## config.mk

```make
export PLATFORM = sky130hd
export DESIGN_NAME = nn_layer_sequencer
export DESIGN_NICKNAME = d
export VERILOG_FILES = /design/src/rtl/nn_layer_sequencer.sv
export SDC_FILE = /design/constraint.sdc
export NUM_CORES = 1
export LEC_CHECK = 0
export CAP_MARGIN = 25
export CORE_MARGIN = 5
export CORE_UTILIZATION = 40
export DETAILED_ROUTE_END_ITERATION = 8
export GPL_ROUTABILITY_DRIVEN = 0
export PLACE_DENSITY = 0.6
export SLEW_MARGIN = 40
export SYNTH_ARGS = -nofsm -noshare
export SYNTH_HDL_FRONTEND = slang
export SYNTH_SLANG_ARGS = --single-unit
export TNS_END_PERCENT = 5
```

## constraint.sdc

```tcl
create_clock -name Clk -period 5.9 [get_ports Clk]
set_input_delay 0.885 -clock Clk [delete_from_list [all_inputs] [get_ports Clk]]
set_output_delay 0.885 -clock Clk [all_outputs]
set_load 0.05 [all_outputs]
```

## src/rtl/nn_layer_sequencer.sv

```systemverilog
// Control sequencer for a three-layer fully connected network: walks the weight and
// layer-IO BRAM address spaces and drives the MAC datapath strobes for one layer per start.
module nn_layer_sequencer #(
  parameter int RD_LAT = 1,
  parameter int N_IN   = 784,
  parameter int N_HID  = 20,
  parameter int N_OUT  = 10
) (
  input  logic       Clk,
  input  logic       Reset_n,
  input  logic       start,
  input  logic [1:0] layer,
  output logic       busy,
  output logic       done,
  output logic [9:0] w_addr,
  output logic [9:0] io_rd_addr,
  output logic       mac_bias_load,
  output logic       mac_en,
  output logic       io_we,
  output logic [9:0] io_wr_addr,
  output logic [4:0] wb_idx
);

  localparam int KMAX01 = (N_IN > N_HID) ? N_IN : N_HID;
  localparam int KMAX02 = (KMAX01 > N_OUT) ? KMAX01 : N_OUT;
  localparam int KMAX   = (KMAX02 > RD_LAT) ? KMAX02 : RD_LAT;
  localparam int CW     = $clog2(KMAX + 1);

  localparam logic [9:0] WEIGHT_1   = 10'h000;
  localparam logic [9:0] WEIGHT_2   = 10'h312;
  localparam logic [9:0] WEIGHT_3   = 10'h327;
  localparam logic [9:0] INPUT_BASE = 10'h000;
  localparam logic [9:0] LAYER_IO_1 = 10'h310;
  localparam logic [9:0] LAYER_IO_2 = 10'h324;
  localparam logic [9:0] LAYER_IO_3 = 10'h338;

  typedef enum logic [2:0] {IDLE, BIAS, MAC, DRAIN, WB, DONE} state_t;

  state_t        state_q, state_d;
  logic [1:0]    layer_q, layer_d;
  logic [CW-1:0] cnt_q, cnt_d;

  logic [CW-1:0] k_last, n_last;
  logic [9:0]    w_base, in_base, out_base;

  logic          busy_q, busy_d;
  logic          done_q, done_d;
  logic [9:0]    w_addr_q, w_addr_d;
  logic [9:0]    io_rd_addr_q, io_rd_addr_d;
  logic          io_we_q, io_we_d;
  logic [9:0]    io_wr_addr_q, io_wr_addr_d;
  logic [4:0]    wb_idx_q, wb_idx_d;

  // Bit 0 marks the cycle a read is issued; bit RD_LAT marks when its data arrives.
  logic [RD_LAT:0] bias_pipe_q, bias_pipe_d;
  logic [RD_LAT:0] mac_pipe_q, mac_pipe_d;

  always_comb begin
    layer_d = layer_q;
    if (state_q == IDLE && start && layer != 2'd0) begin
      layer_d = layer;
    end
  end

  always_comb begin
    k_last   = CW'(N_IN - 1);
    n_last   = CW'(N_HID - 1);
    w_base   = WEIGHT_1;
    in_base  = INPUT_BASE;
    out_base = LAYER_IO_1;
    case (layer_d)
      2'd2: begin
        k_last   = CW'(N_HID - 1);
        n_last   = CW'(N_HID - 1);
        w_base   = WEIGHT_2;
        in_base  = LAYER_IO_1;
        out_base = LAYER_IO_2;
      end
      2'd3: begin
        k_last   = CW'(N_HID - 1);
        n_last   = CW'(N_OUT - 1);
        w_base   = WEIGHT_3;
        in_base  = LAYER_IO_2;
        out_base = LAYER_IO_3;
      end
      default: begin
        k_last   = CW'(N_IN - 1);
        n_last   = CW'(N_HID - 1);
        w_base   = WEIGHT_1;
        in_base  = INPUT_BASE;
        out_base = LAYER_IO_1;
      end
    endcase
  end

  always_comb begin
    state_d = state_q;
    cnt_d   = cnt_q;
    case (state_q)
      IDLE: begin
        if (start && layer != 2'd0) begin
          state_d = BIAS;
          cnt_d   = '0;
        end
      end
      BIAS: begin
        state_d = MAC;
        cnt_d   = '0;
      end
      MAC: begin
        if (cnt_q == k_last) begin
          state_d = DRAIN;
          cnt_d   = '0;
        end else begin
          cnt_d = cnt_q + 1'b1;
        end
      end
      DRAIN: begin
        if (cnt_q == CW'(RD_LAT - 1)) begin
          state_d = WB;
          cnt_d   = '0;
        end else begin
          cnt_d = cnt_q + 1'b1;
        end
      end
      WB: begin
        if (cnt_q == n_last) begin
          state_d = DONE;
          cnt_d   = '0;
        end else begin
          cnt_d = cnt_q + 1'b1;
        end
      end
      DONE: begin
        state_d = IDLE;
        cnt_d   = '0;
      end
      default: begin
        state_d = IDLE;
        cnt_d   = '0;
      end
    endcase
  end

  // Outputs are decoded from the next state so they line up with the state register.
  always_comb begin
    busy_d       = (state_d != IDLE);
    done_d       = (state_d == DONE);
    w_addr_d     = 10'h000;
    io_rd_addr_d = 10'h000;
    io_we_d      = 1'b0;
    io_wr_addr_d = 10'h000;
    wb_idx_d     = 5'd0;
    case (state_d)
      BIAS: begin
        w_addr_d = w_base - 10'd1;
      end
      MAC: begin
        w_addr_d     = w_base + 10'(cnt_d);
        io_rd_addr_d = in_base + 10'(cnt_d);
      end
      WB: begin
        io_we_d      = 1'b1;
        io_wr_addr_d = out_base + 10'(cnt_d);
        wb_idx_d     = 5'(cnt_d);
      end
      default: begin
        w_addr_d     = 10'h000;
        io_rd_addr_d = 10'h000;
      end
    endcase
    bias_pipe_d = {bias_pipe_q[RD_LAT-1:0], (state_d == BIAS)};
    mac_pipe_d  = {mac_pipe_q[RD_LAT-1:0], (state_d == MAC)};
  end

  always_ff @(posedge Clk or negedge Reset_n) begin
    if (!Reset_n) begin
      state_q      <= IDLE;
      layer_q      <= 2'd0;
      cnt_q        <= '0;
      busy_q       <= 1'b0;
      done_q       <= 1'b0;
      w_addr_q     <= 10'h000;
      io_rd_addr_q <= 10'h000;
      io_we_q      <= 1'b0;
      io_wr_addr_q <= 10'h000;
      wb_idx_q     <= 5'd0;
      bias_pipe_q  <= '0;
      mac_pipe_q   <= '0;
    end else begin
      state_q      <= state_d;
      layer_q      <= layer_d;
      cnt_q        <= cnt_d;
      busy_q       <= busy_d;
      done_q       <= done_d;
      w_addr_q     <= w_addr_d;
      io_rd_addr_q <= io_rd_addr_d;
      io_we_q      <= io_we_d;
      io_wr_addr_q <= io_wr_addr_d;
      wb_idx_q     <= wb_idx_d;
      bias_pipe_q  <= bias_pipe_d;
      mac_pipe_q   <= mac_pipe_d;
    end
  end

  assign busy          = busy_q;
  assign done          = done_q;
  assign w_addr        = w_addr_q;
  assign io_rd_addr    = io_rd_addr_q;
  assign mac_bias_load = bias_pipe_q[RD_LAT];
  assign mac_en        = mac_pipe_q[RD_LAT];
  assign io_we         = io_we_q;
  assign io_wr_addr    = io_wr_addr_q;
  assign wb_idx        = wb_idx_q;

endmodule
```

==> results.yml <==
synthesis:
  synth_adder_area_share_pct: 7.94
  syn_inst: 321
  synth_top_family_by_area: "simple AND/OR/NAND/NOR gates"
  synth-compound-area-share_pct: 18.8
  synth_fp_nets: 345
  seq_area_frac_synth_pct: 43.2
  synthFlopType: "dfrtp_1"
  synthXorXnorAreaFrac_pct: 4.68
  ys_ff_latch: 55
  ys_types: 64
  synthSimpleGateAreaFrac_pct: 20.7
  syn_area_um2: 3180
  avgSynthCellArea_um2: 9.92
  synth_edf_count: 0
  synth_mux_area_share_pct: 0.472
  ys_warn_count: 0
  postSynth.asyncResetShare_pct: 100
run_status:
  status: "finished, final reports clean"
setup_path:
  required_ps: 6100
  end_kind: "flip-flop"
  crit_type: "input pin to flip-flop"
  cp.arrival_ps: 5160
  cp-start-kind: "input pin"
  path_max_fanout: 9
timing:
  finalSetupViolCount: 0
  clock_skew_ps: 8.09
  rsz0062_at_grt: "no"
  max-slew-margin-rel_pct: 47.3
  finalSetupTns_ps: 0
  post-route-min-period_ps: 4960
  finalHoldViolCount: 0
  fin_crit_sh_pct: 84.1
  fmax_mhz: 202
  worstMarginPinSlew_ps: 782
  slew_violations: 0
floorplanning:
  core_area_um2: 7730
  die_area_um2: 9840
  initial_core_util_pct: 41.2
  rows: 32
  fp.dieH_um: 99.2
  fp.dieW_um: 99.2
  boundaryPins: 45
detailed_routing:
  dr.first_iter.drc_count: 174
  via_per_inst: 5.33
  drc: 0
  ant_nets: 0
  drt-total-wl_mm: 7.57
  wl_per_cell_um: 16.3
  drt_pass1_iterations: 4
  via_count: 2474
global_routing:
  grt_pass1_wl_mm: 13.0
  antenna_found_initial: 0
  grt_pass1_vias: 2521
  grt_overflow_total: 0
  grt_usage_pct: 16.5
  grt_max_degree: 56
power_and_ir_drop:
  p_leak_uw: 0.00174
  vdd_drop_max_uv: 237
  p_per_area_nw_per_um2: 592
clock_network:
  cts_buffer_depth: 2
  hold_buffers: 0
  post_cts_buffers: 0
  clk_latency_ps: 310
  cts_resized: 0
  clock-root-buffer: "clkbuf_8"
  cts_tree: "built"
  cts.sinks: 55
  clk_pin_slew_ps: 90
  numCtsBuffers: 5
  htreeDepth: 2
layout:
  finalNonFillerCells: 464
  final_common_cell: "dfrtp_1"
  area_delta_synth_final_pct: 18.8
  seqCellArea_um2: 1380
  final_cell_mix: "55 x dfrtp_1, 43 x clkdlybuf4s50_1, 27 x nand2_1"
  final_cell_area_um2: 3780
  multi_input_comb_area_um2: 1670
  fill_cells: 743
  drive_above_1_share_pct: 10.5
  diodes: 0
  final_nets: 385
worst_hold_path:
  worstHoldPathType: "flip-flop to flip-flop"
placement:
  dp_cells: 456
  port_buffers: 44
  placed_cell_area_um2: 3680
  hpwlAfterDp_mm: 5.66
flow_run:
  cap_violations: 0
[sequential cells by signal, indices dropped and copies added (netlist names)]
| register | cells |
|---|---|
| wb_idx | 5 |
| layer_q | 2 |
| io_rd_addr | 10 |
| io_we | 1 |
| bias_pipe_q | 2 |
| cnt_q | 10 |
| w_addr | 10 |
| io_wr_addr | 8 |
| done | 1 |
| busy | 1 |
| mac_pipe_q | 2 |
| state_q | 3 |
[cells in the mapped netlist (2+ instances only)]
| cell type | count | area [um2] |
|---|---|---|
| a211oi_4 | 2 | 40.0 |
| inv_2 | 2 | 7.51 |
| xnor2_1 | 13 | 114 |
| o22ai_1 | 3 | 18.8 |
| ha_1 | 17 | 213 |
| inv_1 | 12 | 45.0 |
| dfrtp_1 | 55 | 1380 |
| a211oi_1 | 6 | 45.0 |
| o21a_1 | 3 | 22.5 |
| a21o_1 | 8 | 60.1 |
| o21ai_1 | 4 | 20.0 |
| nand3_1 | 10 | 50.1 |
| xor2_1 | 4 | 35.0 |
| a2111o_1 | 2 | 22.5 |
| or4_1 | 2 | 15.0 |
| buf_6 | 3 | 33.8 |
| or3_1 | 3 | 18.8 |
| nor2b_1 | 6 | 37.5 |
| buf_4 | 2 | 15.0 |
| o21ai_0 | 13 | 65.1 |
| o31ai_1 | 3 | 22.5 |
| a21oi_1 | 19 | 95.1 |
| clkbuf_1 | 7 | 26.3 |
| nor3b_1 | 3 | 22.5 |
| nor3_1 | 9 | 45.0 |
| nand2_1 | 27 | 101 |
| and2_1 | 5 | 31.3 |
| nand4_1 | 2 | 12.5 |
| fa_1 | 2 | 40.0 |
| nor2_1 | 26 | 97.6 |
| a21oi_2 | 2 | 17.5 |
| or2_2 | 5 | 31.3 |
| nand2b_1 | 2 | 12.5 |
| and3_1 | 9 | 56.3 |
[critical path, stage by stage]
cell,delay [ps]
clkdlybuf4s50_1,490
nor4b_4,310
a21boi_2,120
or4_4,520
a211o_2,460
a21boi_1,300
o21ai_0,120
nand2_1,80
o21ai_0,170
or2_2,320
ha_1,320
a21o_1,170
and2_1,170
nand2_1,90
o21ai_2,220
a211oi_1,70
or3b_1,340
[power by group]
group / total, uW / leakage (uW) / switching, uW / internal [uW]
combinational: 1450 / 0.000962 / 912 / 543
sequential: 556 / 0.000722 / 69.8 / 486
clock: 228 / 0.0000515 / 121 / 107
total: 2240 / 0.00174 / 1100 / 1140
[area by class of cell]
class | count | area share [%]
sequential | 55 | 36.4
multi-input combinational | 239 | 44.3
inverter | 14 | 1.39
tap | 102 | 3.38
clock buffer | 8 | 2.65
timing repair buffer | 46 | 11.9
[per-layer routing]
metal  GRT usage, %  up-vias  wire length (um)
met2           26.6       66              3480
met1           22.4     1186              3500
li1               -     1210                 -
met5              0        -                 0
met4           4.62        0               116
met3           3.51       12               472
[stage by stage]
step / worst slack (ps) / hold slack (ps) / util (%) / total power [uW]
final: 938 / 357 / 48.9 / 2240
after global routing: 558 / 373 / 48.9 / 2430
after CTS: 957 / 360 / 48.9 / 2260
after detailed placement: 632 / 337 / 47.6 / 2020
after global placement: 787 / 333 / 47.6 / 2030
after floorplan: 1470 / 331 / - / 1650
[final timing paths]
path	startpoint	to	slack, ps	cells past startpoint
hold / removal	bias_pipe_q[0]$_DFF_PN0_	bias_pipe_q[1]$_DFF_PN0_	360	0
min in group asynchronous	Reset_n	done$_DFF_PN0_	690	2
max in group asynchronous	Reset_n	cnt_q[6]$_DFF_PN0_	4730	2
setup / recovery	start	w_addr[9]$_DFF_PN0_	940	17
setup reg to reg	state_q[0]$_DFF_PN0_	w_addr[9]$_DFF_PN0_	1370	16
hold reg to reg	bias_pipe_q[0]$_DFF_PN0_	bias_pipe_q[1]$_DFF_PN0_	360	0
[logic make-up (layout without fill, tap and decap cells)]
group	after synthesis	count (layout)
buffers and inverters	27	68
adder cells (fa/ha/maj)	19	19
flip-flops	55	55
multiplexers	1	1
AND/OR/NAND/NOR	121	121
XOR/XNOR	17	17
AO/OA/AOI/OAI	81	81
Note: power is estimated with default switching activity, not from simulation.
